==> config.mk <==
export PLATFORM = sky130hd
export DESIGN_NAME = alu_riscv_mdu
export DESIGN_NICKNAME = d
export VERILOG_FILES = /design/src/rtl/alu_riscv_mdu.sv
export SDC_FILE = /design/constraint.sdc
export NUM_CORES = 1
export LEC_CHECK = 0
export BUFFER_PORTS_ARGS = -buffer_cell sky130_fd_sc_hd__buf_2
export CAP_MARGIN = 10
export CORE_AREA = 10 10 229 231
export CTS_CLUSTER_DIAMETER = 200
export CTS_CLUSTER_SIZE = 28
export DETAILED_ROUTE_END_ITERATION = 12
export DIE_AREA = 0 0 239 241
export GPL_TIMING_DRIVEN = 0
export PLACE_DENSITY = 0.76
export SLEW_MARGIN = 20
export SYNTH_ARGS = -nofsm -noshare
export SYNTH_HDL_FRONTEND = slang
export SYNTH_SLANG_ARGS = --single-unit
==> constraint.sdc <==
create_clock -name clk_i -period 4.35 [get_ports clk_i]
set_input_delay 0.2175 -clock clk_i [delete_from_list [all_inputs] [get_ports clk_i]]
set_output_delay 0.2175 -clock clk_i [all_outputs]
set_load 0.05 [all_outputs]
==> src/rtl/alu_riscv_mdu.sv <==
// alu_riscv_mdu: multi-cycle RV32I ALU/compare unit with RV32M multiply/divide.
//
// Ports:
//   clk_i, rst_i            clock, asynchronous active-high reset
//   flush_i                 synchronous abort of any in-flight operation
//   req_valid_i/req_ready_o request handshake (ready only in IDLE and out of reset)
//   mdu_en_i                1: M-extension op from mdu_op_i, 0: base op from alu_op_i
//   alu_op_i, mdu_op_i      opcodes (alu_opcodes_pkg encodings / RV32M funct3)
//   a_i, b_i                operands, captured at accept
//   rsp_valid_o/rsp_ready_i response handshake
//   result_o, flag_o        registered result and compare flag
//
// MUL* and DIV*/REM* run iteratively (one bit per cycle) on operand magnitudes,
// unless MUL_FAST=1 for the multiplies or the divide hits a special case.

package alu_opcodes_pkg;

    typedef enum logic [4:0] {
        ALU_ADD  = 5'd0,
        ALU_SUB  = 5'd1,
        ALU_SLL  = 5'd2,
        ALU_SLT  = 5'd3,
        ALU_SLTU = 5'd4,
        ALU_XOR  = 5'd5,
        ALU_SRL  = 5'd6,
        ALU_SRA  = 5'd7,
        ALU_OR   = 5'd8,
        ALU_AND  = 5'd9,
        ALU_EQ   = 5'd10,
        ALU_NE   = 5'd11,
        ALU_LTS  = 5'd12,
        ALU_GES  = 5'd13,
        ALU_LTU  = 5'd14,
        ALU_GEU  = 5'd15
    } alu_op_e;

    typedef enum logic [2:0] {
        MDU_MUL    = 3'b000,
        MDU_MULH   = 3'b001,
        MDU_MULHSU = 3'b010,
        MDU_MULHU  = 3'b011,
        MDU_DIV    = 3'b100,
        MDU_DIVU   = 3'b101,
        MDU_REM    = 3'b110,
        MDU_REMU   = 3'b111
    } mdu_op_e;

endpackage

module alu_riscv_mdu
    import alu_opcodes_pkg::*;
#(
    parameter int unsigned WIDTH    = 32,
    parameter bit          MUL_FAST = 1'b0
) (
    input  logic             clk_i,
    input  logic             rst_i,
    input  logic             flush_i,
    input  logic             req_valid_i,
    output logic             req_ready_o,
    input  logic             mdu_en_i,
    input  logic [4:0]       alu_op_i,
    input  logic [2:0]       mdu_op_i,
    input  logic [WIDTH-1:0] a_i,
    input  logic [WIDTH-1:0] b_i,
    output logic             rsp_valid_o,
    input  logic             rsp_ready_i,
    output logic [WIDTH-1:0] result_o,
    output logic             flag_o
);

    localparam int unsigned SW = $clog2(WIDTH);

    typedef enum logic [1:0] {S_IDLE, S_CALC, S_DONE} state_e;

    state_e           state_q, state_d;
    logic [SW-1:0]    cnt_q, cnt_d;
    logic [WIDTH-1:0] hi_q, hi_d;      // product high half / partial remainder
    logic [WIDTH-1:0] lo_q, lo_d;      // multiplier / dividend-then-quotient
    logic [WIDTH-1:0] opb_q, opb_d;    // multiplicand / divisor magnitude
    logic [2:0]       mop_q, mop_d;
    logic             neg_q, neg_d;
    logic [WIDTH-1:0] result_q, result_d;
    logic             flag_q, flag_d;

    // Base ALU
    logic [WIDTH-1:0] base_res;
    logic             base_flag;
    logic             lt_s, lt_u;
    logic [SW-1:0]    shamt;

    assign lt_s  = $signed(a_i) < $signed(b_i);
    assign lt_u  = a_i < b_i;
    assign shamt = b_i[SW-1:0];

    always_comb begin
        base_res  = '0;
        base_flag = 1'b0;
        case (alu_op_i)
            ALU_ADD:  base_res = a_i + b_i;
            ALU_SUB:  base_res = a_i - b_i;
            ALU_SLL:  base_res = a_i << shamt;
            ALU_SLT:  base_res = {{(WIDTH-1){1'b0}}, lt_s};
            ALU_SLTU: base_res = {{(WIDTH-1){1'b0}}, lt_u};
            ALU_XOR:  base_res = a_i ^ b_i;
            ALU_SRL:  base_res = a_i >> shamt;
            ALU_SRA:  base_res = $unsigned($signed(a_i) >>> shamt);
            ALU_OR:   base_res = a_i | b_i;
            ALU_AND:  base_res = a_i & b_i;
            ALU_EQ:   base_flag = (a_i == b_i);
            ALU_NE:   base_flag = (a_i != b_i);
            ALU_LTS:  base_flag = lt_s;
            ALU_GES:  base_flag = ~lt_s;
            ALU_LTU:  base_flag = lt_u;
            ALU_GEU:  base_flag = ~lt_u;
            default:  ;
        endcase
    end

    // MDU request decode (operands as presented at accept)
    logic             is_mul, a_sgn, b_sgn, a_neg, b_neg;
    logic [WIDTH-1:0] a_mag, b_mag, special_res;
    logic             neg_start, div_zero, div_ovf;
    logic [2*WIDTH-1:0] fa, fb, fp;
    logic [WIDTH-1:0] fast_res;

    always_comb begin
        is_mul = ~mdu_op_i[2];
        if (is_mul) begin
            a_sgn = (mdu_op_i == MDU_MULH) || (mdu_op_i == MDU_MULHSU);
            b_sgn = (mdu_op_i == MDU_MULH);
        end else begin
            a_sgn = ~mdu_op_i[0];
            b_sgn = ~mdu_op_i[0];
        end
        a_neg = a_sgn & a_i[WIDTH-1];
        b_neg = b_sgn & b_i[WIDTH-1];
        a_mag = a_neg ? (~a_i + 1'b1) : a_i;
        b_mag = b_neg ? (~b_i + 1'b1) : b_i;
        // REM takes the dividend's sign; DIV and MUL* the xor of both signs
        if (!is_mul && mdu_op_i[1]) neg_start = a_neg;
        else                        neg_start = a_neg ^ b_neg;

        div_zero = ~is_mul & (b_i == '0);
        div_ovf  = ~is_mul & ~mdu_op_i[0] & (b_i == '1)
                 & (a_i == {1'b1, {(WIDTH-1){1'b0}}});
        if (div_zero) special_res = mdu_op_i[1] ? a_i : '1;
        else          special_res = mdu_op_i[1] ? '0  : a_i;

        fa = a_sgn ? {{WIDTH{a_i[WIDTH-1]}}, a_i} : {{WIDTH{1'b0}}, a_i};
        fb = b_sgn ? {{WIDTH{b_i[WIDTH-1]}}, b_i} : {{WIDTH{1'b0}}, b_i};
        fp = fa * fb;
        fast_res = (mdu_op_i == MDU_MUL) ? fp[WIDTH-1:0] : fp[2*WIDTH-1:WIDTH];
    end

    // One iteration step of shift-add multiply / restoring divide
    logic [WIDTH:0]     mul_sum, r_sh, r_diff;
    logic [2*WIDTH-1:0] prod_n, prod_f;
    logic [WIDTH-1:0]   hi_n, lo_n, div_sel, final_res;

    always_comb begin
        mul_sum = {1'b0, hi_q} + (lo_q[0] ? {1'b0, opb_q} : '0);
        prod_n  = {mul_sum, lo_q[WIDTH-1:1]};
        r_sh    = {hi_q, lo_q[WIDTH-1]};
        r_diff  = r_sh - {1'b0, opb_q};
        if (!mop_q[2]) begin
            hi_n = prod_n[2*WIDTH-1:WIDTH];
            lo_n = prod_n[WIDTH-1:0];
        end else if (!r_diff[WIDTH]) begin
            hi_n = r_diff[WIDTH-1:0];
            lo_n = {lo_q[WIDTH-2:0], 1'b1};
        end else begin
            hi_n = r_sh[WIDTH-1:0];
            lo_n = {lo_q[WIDTH-2:0], 1'b0};
        end
        prod_f  = neg_q ? (~prod_n + 1'b1) : prod_n;
        div_sel = mop_q[1] ? hi_n : lo_n;
        if (!mop_q[2])
            final_res = (mop_q == MDU_MUL) ? prod_f[WIDTH-1:0] : prod_f[2*WIDTH-1:WIDTH];
        else
            final_res = neg_q ? (~div_sel + 1'b1) : div_sel;
    end

    // Next-state / datapath control
    always_comb begin
        state_d  = state_q;
        cnt_d    = cnt_q;
        hi_d     = hi_q;
        lo_d     = lo_q;
        opb_d    = opb_q;
        mop_d    = mop_q;
        neg_d    = neg_q;
        result_d = result_q;
        flag_d   = flag_q;

        if (flush_i) begin
            state_d = S_IDLE;
        end else begin
            case (state_q)
                S_IDLE: begin
                    if (req_valid_i) begin
                        if (!mdu_en_i) begin
                            result_d = base_res;
                            flag_d   = base_flag;
                            state_d  = S_DONE;
                        end else begin
                            flag_d = 1'b0;
                            if (div_zero || div_ovf) begin
                                result_d = special_res;
                                state_d  = S_DONE;
                            end else if (is_mul && MUL_FAST) begin
                                result_d = fast_res;
                                state_d  = S_DONE;
                            end else begin
                                state_d = S_CALC;
                                cnt_d   = SW'(WIDTH-1);
                                hi_d    = '0;
                                lo_d    = is_mul ? b_mag : a_mag;
                                opb_d   = is_mul ? a_mag : b_mag;
                                mop_d   = mdu_op_i;
                                neg_d   = neg_start;
                            end
                        end
                    end
                end
                S_CALC: begin
                    hi_d  = hi_n;
                    lo_d  = lo_n;
                    cnt_d = cnt_q - 1'b1;
                    if (cnt_q == '0) begin
                        result_d = final_res;
                        cnt_d    = '0;
                        state_d  = S_DONE;
                    end
                end
                S_DONE: begin
                    if (rsp_ready_i) state_d = S_IDLE;
                end
                default: state_d = S_IDLE;
            endcase
        end
    end

    always_ff @(posedge clk_i or posedge rst_i) begin
        if (rst_i) begin
            state_q  <= S_IDLE;
            cnt_q    <= '0;
            hi_q     <= '0;
            lo_q     <= '0;
            opb_q    <= '0;
            mop_q    <= '0;
            neg_q    <= 1'b0;
            result_q <= '0;
            flag_q   <= 1'b0;
        end else begin
            state_q  <= state_d;
            cnt_q    <= cnt_d;
            hi_q     <= hi_d;
            lo_q     <= lo_d;
            opb_q    <= opb_d;
            mop_q    <= mop_d;
            neg_q    <= neg_d;
            result_q <= result_d;
            flag_q   <= flag_d;
        end
    end

    assign req_ready_o = (state_q == S_IDLE) & ~rst_i;
    assign rsp_valid_o = (state_q == S_DONE);
    assign result_o    = result_q;
    assign flag_o      = flag_q;

endmodule

==> key figures, run 1 <==
Status
  – Status: stopped before the end
  – Last stage reached: global routing (5_1_grt)
  – First Error: [ERROR GRT-0232] Routing congestion too high. Check the congestion heatmap in the GUI.

Floorplanning
  – Core Rows: 80
  – Die Span X: 239 µm
  – Die Y: roughly 240 µm
  – Count of pins on the block boundary: 113
  – Initial Util: 55.9%

Place
  – Quantity of I/O buffers inserted on ports: 111
  – Total half-perimeter wirelength after legalization and detailed placement: between 100 and 150 mm
  – RD Place Congestion: 1.21

CTS
  – Depth of the CTS H-tree: 4
  – Cell at the root of the clock tree: sky130_fd_sc_hd__clkbuf_16
  – Clk buf depth: 2
  – Number of buffers created by CTS: 17
  – Clock sink count: 140

Timing
  – Last reported worst endpoint of the global-route repair pass: result_o[24]$_DFFE_PP0P_/D
  – Type of pin the worst path ends at: register data pin

Logic synthesis
  – Compound-Gate Fraction of Synth Area: 34.7%
  – Top-area cell type share of the netlist area: 13.2%
  – Syn_nets: 4136
  – Post-Synthesis Mean Instance Area: 6.84 µm²
  – Mapped Area: 26600 µm²
  – Number of distinct library cell variants in the gate-level netlist after synthesis: 115
  – Top cells by count, synth: 446 x sky130_fd_sc_hd__nor2_1, 441 x sky130_fd_sc_hd__nand2_1, 388 x sky130_fd_sc_hd__o21ai_0, 343 x sky130_fd_sc_hd__a21oi_1, 261 x sky130_fd_sc_hd__clkbuf_1
  – Share of cell area taken by muxes after synthesis: 7.70%
  – Basic-gate share of the synthesized area counting and, or, nand and nor cells: 24.1%
  – Share of flip-flops with an asynchronous set or reset: 100%
  – Total of warnings raised by yosys: 0
  – Proportion of synthesized chip area in sequential cells: a little over an eighth
  – Cell type with the highest aggregate area in the netlist: sky130_fd_sc_hd__dfrtp_1
  – Count leader, synth: sky130_fd_sc_hd__nor2_1
  – XOR/XNOR Fraction of Synth Area: between 5 and 6%
  – Primary flip-flop cell chosen by synthesis mapping: sky130_fd_sc_hd__dfrtp_1
  – Top cells by area in the synthesized netlist: sky130_fd_sc_hd__dfrtp_1 13%, sky130_fd_sc_hd__ha_1 7.9%, sky130_fd_sc_hd__o21ai_0 7.3%
  – Area share of fa/ha/maj cells after synthesis: 8.16%
  – Dominant combinational cell family by area after synthesis: compound AO/OA/AOI/OAI gates
  – Post-synthesis instance total: 3887
  – Number of register bits inferred by synthesis: 140
  – Count of flip-flops with a built-in enable after synthesis: 0

Global routing
  – Total overflow reported by the global router: 6
  – Pin count of the biggest net entering global routing: 81
  – Total routing usage reported by global routing: 74.1%
cell families after synthesis:
kind of cell    after synthesis
xor+xnor                    153
buf+inv                     487
fa+ha+maj                   171
flops                       140
mux                         164
simple gates               1364
compound gates             1408
metrics by stage:
step | instance area [µm²] | worst slack (ns) | utilization [%] | cells | hold slack [ns]
detailed placement | 28000 | -2.61 | 59.0 | 4616 | 0.287
global placement | 28000 | -2.70 | 58.8 | 4613 | 0.451
floorplan | 26600 | 0.0165 | - | 3887 | 0.368
CTS | 30900 | -0.299 | 65.0 | 4738 | 0.0672
what timing repair did:
| item | CTS |
|---|---|
| setup endpoints to repair | 140 |
| gates resized for setup | 336 |
| hold endpoints to repair | 60 |
| pin swaps | 99 |
| hold buffers | 1 |
| buffers inserted | 101 |
| gates cloned | 3 |
per-layer routing:
metal / overflow / global-route usage (%)
met5: 0 / 43.1
met3: 0 / 67.6
met4: 1 / 71.6
met1: 0 / 71.6
met2: 5 / 86.3
==> run 2, diff against run 1 <==
Settings changed: CORE_AREA 10 10 229 231 to 10 10 269 271, CTS_CLUSTER_DIAMETER 200 to default, CTS_CLUSTER_SIZE 28 to default, DIE_AREA 0 0 239 241 to 0 0 279 281, PLACE_DENSITY 0.76 to default, PLACE_DENSITY_LB_ADDON from default to 0.15.
Clock period 4.35 ns to 5.65 ns, I/O delays scaled along.
==> key figures, run 2 <==
Timing
  – Number of setup violations in the final report: 6
  – Max-slew violations: 0
  – Fmax: 173 MHz
  – Final Hold Fails: 0
  – Final worst path period share: 102%
  – Normalized max-slew margin: 15.1%
  – Final critical-path required period: 5.79 ns
  – Setup repair after global routing missed its margin: yes
  – Maximum clock skew at final layout: 0.0212 ns
  – Setup slack of the critical path after layout: -0.141 ns
  – Pin slew with the least headroom to its limit: 1.26 ns
  – Hold_ws: 0.120 ns

Logic synthesis
  – Proportion of synthesized chip area in sequential cells: 13.2% (unchanged)
  – Number of distinct library cell variants in the gate-level netlist after synthesis: 115 (unchanged)
  – Mapped Area: 26600 µm² (unchanged)
  – Cell type with the highest aggregate area in the netlist: sky130_fd_sc_hd__dfrtp_1 (unchanged)
  – Top cells by count, synth: 446 x sky130_fd_sc_hd__nor2_1, 441 x sky130_fd_sc_hd__nand2_1, 388 x sky130_fd_sc_hd__o21ai_0, 343 x sky130_fd_sc_hd__a21oi_1, 261 x sky130_fd_sc_hd__clkbuf_1 (unchanged)
  – Primary flip-flop cell chosen by synthesis mapping: sky130_fd_sc_hd__dfrtp_1 (unchanged)
  – Count leader, synth: sky130_fd_sc_hd__nor2_1 (unchanged)
  – Top-area cell type share of the netlist area: 13.2% (unchanged)
  – Total of warnings raised by yosys: 0 (unchanged)
  – Syn_nets: 4136 (unchanged)
  – Share of flip-flops with an asynchronous set or reset: 100% (unchanged)
  – Top cells by area in the synthesized netlist: sky130_fd_sc_hd__dfrtp_1 13%, sky130_fd_sc_hd__ha_1 7.9%, sky130_fd_sc_hd__o21ai_0 7.3% (unchanged)
  – Number of register bits inferred by synthesis: 140 (unchanged)
  – Count of flip-flops with a built-in enable after synthesis: 0 (unchanged)
  – Post-synthesis instance total: 3887 (unchanged)
  – Post-Synthesis Mean Instance Area: 6.84 µm² (unchanged)

Power and ir drop
  – Net Switching: 7710 µW
  – Leak pwr: 0.0118 µW
  – Switching Share: 60.9%
  – Combinational share of power: 76.6%
  – Clock network fraction of design power: 9.4%
  – Internal Dissipation: 4960 µW
  – Areal power density over the cells: 430 nW/µm²
  – Relative contribution of sequential cells to total power: 14.0%
  – Max VDD drop: around 0.17 mV

Layout
  – Number of nets at the end of the flow: 4284
  – Area growth syn-to-layout: 10.8%
  – Cell area after layout: 29500 µm²
  – Share of layout cells above drive strength 1: 10.3%
  – Leading cell type in the layout, fill and taps excluded: sky130_fd_sc_hd__nor2_1
  – Commonest cells after routing, fill and taps aside: 443 x sky130_fd_sc_hd__nor2_1, 439 x sky130_fd_sc_hd__nand2_1, 384 x sky130_fd_sc_hd__o21ai_0, 341 x sky130_fd_sc_hd__a21oi_1, 240 x sky130_fd_sc_hd__clkbuf_1
  – Count of placed standard cells in the final layout, fillers left out: 4925
  – Fill cell total of the finished layout: 7271

Place
  – Quantity of I/O buffers inserted on ports: 111 (unchanged)
  – RD Place Congestion: 1.09 (was 1.21)
  – Placed Cells: 4875 (was 4616)
  – Post-DP Area: 28300 µm² (was 28000 µm²)
  – Total half-perimeter wirelength after legalization and detailed placement: 140 mm (was 123 mm)

Detailed routing
  – Post-route antenna net violation count: 0
  – Met2 WL post-DR: 74.9 mm
  – Drt first-iter violations: 4710
  – Met3 wire length: 18.9 mm
  – Detailed-route vias per instance: 6.95
  – Detailed-route via count: between 30000 and 40000
  – Uppermost layer routed: met5
  – Post-Route WL: 175 mm
  – Number of remaining DRC errors: 0
  – Number of optimization iterations in the first detailed-route pass: 6
  – Met1 wire length: approximately 60 mm
  – DR WL/cell: 35.5 µm

Worst setup path
  – Crit path buffers/inverters: 5
  – Crit-path leading delay family: compound AO/OA/AOI/OAI gates
  – Critical path start-end classification: primary input to flip-flop
  – CP max stage delay: roughly 0.64 ns
  – Data arrival time at the worst-slack endpoint: around 6.1 ns
  – Largest fanout of any net on the critical path: 11
  – Category of the worst setup path capture point: flip-flop
  – Critical Path RT: 5.94 ns
  – Slowest cell on the critical path: sky130_fd_sc_hd__o41ai_1
  – CP Cell Sequence: buf_2, inv_1, clkbuf_2, buf_2, clkbuf_2, ha_1, a21oi_1, o21ai_1, a211oi_4, o311ai_2, a221o_1, a41oi_1, or3_1, a21oi_1, o41ai_1, a31oi_1, or3b_2, nand3_1
  – Critical path launch point type: primary input

CTS
  – Clk buf depth: 2 (unchanged)
  – Worst-path clk slew: 0.07 ns
  – Cell at the root of the clock tree: sky130_fd_sc_hd__clkbuf_16 (unchanged)
  – Clock latency of the later-clocked register in the worst-skew pair: 0.47 ns
  – Clock tree from TritonCTS: done
  – Clock sink count: 140 (unchanged)
  – Depth of the CTS H-tree: 4 (unchanged)
  – Number of buffers created by CTS: 17 (unchanged)

Global routing
  – Total routing usage reported by global routing: a little over two fifths
  – First-pass GRT wire length: about 240 mm
  – Pin count of the biggest net entering global routing: 78
  – Number of global-route vias before repair: roughly 32000
  – Antenna violations before repair: 18
  – Total overflow reported by the global router: 0

Status
  – Failing checks: setup timing
  – Status: finished, violations left (was stopped before the end)

Floorplanning
  – Area inside the core boundary: 66800 µm²
  – Die Span X: 279 µm (was 239 µm)
  – Core Rows: 95 (was 80)
  – Die Y: 281 µm (was 241 µm)
  – Initial Util: 39.8% (was 55.9%)
  – DIE AREA: 78400 µm²
  – Count of pins on the block boundary: 113 (unchanged)

Job
  – Total of max-cap violations: 0

Hold path
  – Class of the worst hold path: primary input to flip-flop
run 2: cell counts after synthesis:
Identical to the previous run, type by type.
run 2: power groups by stage:
| stage | clock [µW] | sequential [µW] | combinational (µW) |
|---|---|---|---|
| after global routing | 1230 | 1770 | 10200 |
| after global placement | 0 | 1740 | 8860 |
| after detailed placement | 0 | 1750 | 8840 |
| after CTS | 1190 | 1730 | 8970 |
| after floorplan | 0 | 1750 | 5740 |
| final | 1190 | 1770 | 9710 |
run 2: worst register-to-register path, cell delays in order (launching register included):
cell	delay, ns
sky130_fd_sc_hd__dfrtp_1	0.42
sky130_fd_sc_hd__buf_2	0.32
sky130_fd_sc_hd__buf_2	0.36
sky130_fd_sc_hd__clkbuf_4	0.40
sky130_fd_sc_hd__clkbuf_4	0.35
sky130_fd_sc_hd__clkbuf_4	0.37
sky130_fd_sc_hd__buf_2	0.37
sky130_fd_sc_hd__buf_2	0.37
sky130_fd_sc_hd__clkbuf_4	0.42
sky130_fd_sc_hd__o21a_1	0.20
sky130_fd_sc_hd__ha_2	0.21
sky130_fd_sc_hd__and4_4	0.25
sky130_fd_sc_hd__nand2_2	0.12
sky130_fd_sc_hd__or4_1	0.52
sky130_fd_sc_hd__buf_2	0.21
sky130_fd_sc_hd__nor3_1	0.16
sky130_fd_sc_hd__o21ai_0	0.13
sky130_fd_sc_hd__a41o_1	0.40
run 2: what timing repair did:
| action | CTS | global route |
|---|---|---|
| endpoints found under the setup margin | 139 | 41 |
| pin swaps | 6 | 11 |
| setup buffers | 9 | 11 |
| hold endpoints to repair | 63 | 0 |
| hold buffers | 1 | 0 |
| gates cloned | 0 | 0 |
| gates resized for setup | 45 | 60 |
run 2: cells by family (layout without fill, tap and decap cells):
| group | Yosys count | in the layout | synth area share [%] |
|---|---|---|---|
| AO/OA/AOI/OAI | 1408 | 1408 | 34.7 |
| other | 0 | 4 | 0 |
| flip-flops | 140 | 140 | 13.2 |
| multiplexers | 164 | 164 | 7.70 |
| XOR/XNOR | 153 | 153 | 5.07 |
| buffers and inverters | 487 | 648 | 7.13 |
| AND/OR/NAND/NOR | 1364 | 1364 | 24.1 |
| adder cells (fa/ha/maj) | 171 | 171 | 8.16 |
run 2: layout make-up:
| class | count | area [µm²] | share of cell area [%] |
|---|---|---|---|
| inverter | 159 | 611 | 2.07 |
| buffer | 321 | 1320 | 4.46 |
| multi-input combinational | 3260 | 21600 | 73.2 |
| clock buffer | 18 | 429 | 1.46 |
| clock inverter | 14 | 151 | 0.514 |
| sequential | 140 | 3500 | 11.9 |
| timing repair buffer | 136 | 778 | 2.64 |
| antenna | 4 | 10.0 | 0.0340 |
| tap | 873 | 1090 | 3.71 |
run 2: per-layer routing:
metal / up-vias / GRT usage (%)
met3: 857 / 11.3
met2: 2605 / 67.4
met4: 18 / 40.2
met1: 16200 / 47.2
met5: - / 0
li1: 14600 / -
run 2: stage by stage:
stage	setup slack [ns]	utilization [%]	total power [µW]	TNS (ns)
after floorplan	0.886	-	7490	0
after global placement	-2.42	42.3	10600	-262.66
after detailed placement	-2.34	42.4	10600	-172.39
after CTS	0.0131	43.6	11900	0
after global routing	-0.173	44.1	13200	-0.338
final	-0.141	44.1	12700	-0.279
run 2: final timing paths:
| path | startpoint | to | slack (ns) | cells after the start |
|---|---|---|---|---|
| max reg2reg | mop_q[2] | result_o[26] | -0.03 | 17 |
| min | rsp_ready_i | state_q[1] | 0.12 | 3 |
| max | b_i[2] | result_o[29] | -0.14 | 18 |
| min reg2reg | result_o[2] | result_o[2] | 0.47 | 2 |
| max in group asynchronous | rst_i | result_o[2] | 4.42 | 4 |
| min in group asynchronous | rst_i | result_o[26] | 0.40 | 3 |
Power figures use the tool's default switching activity.
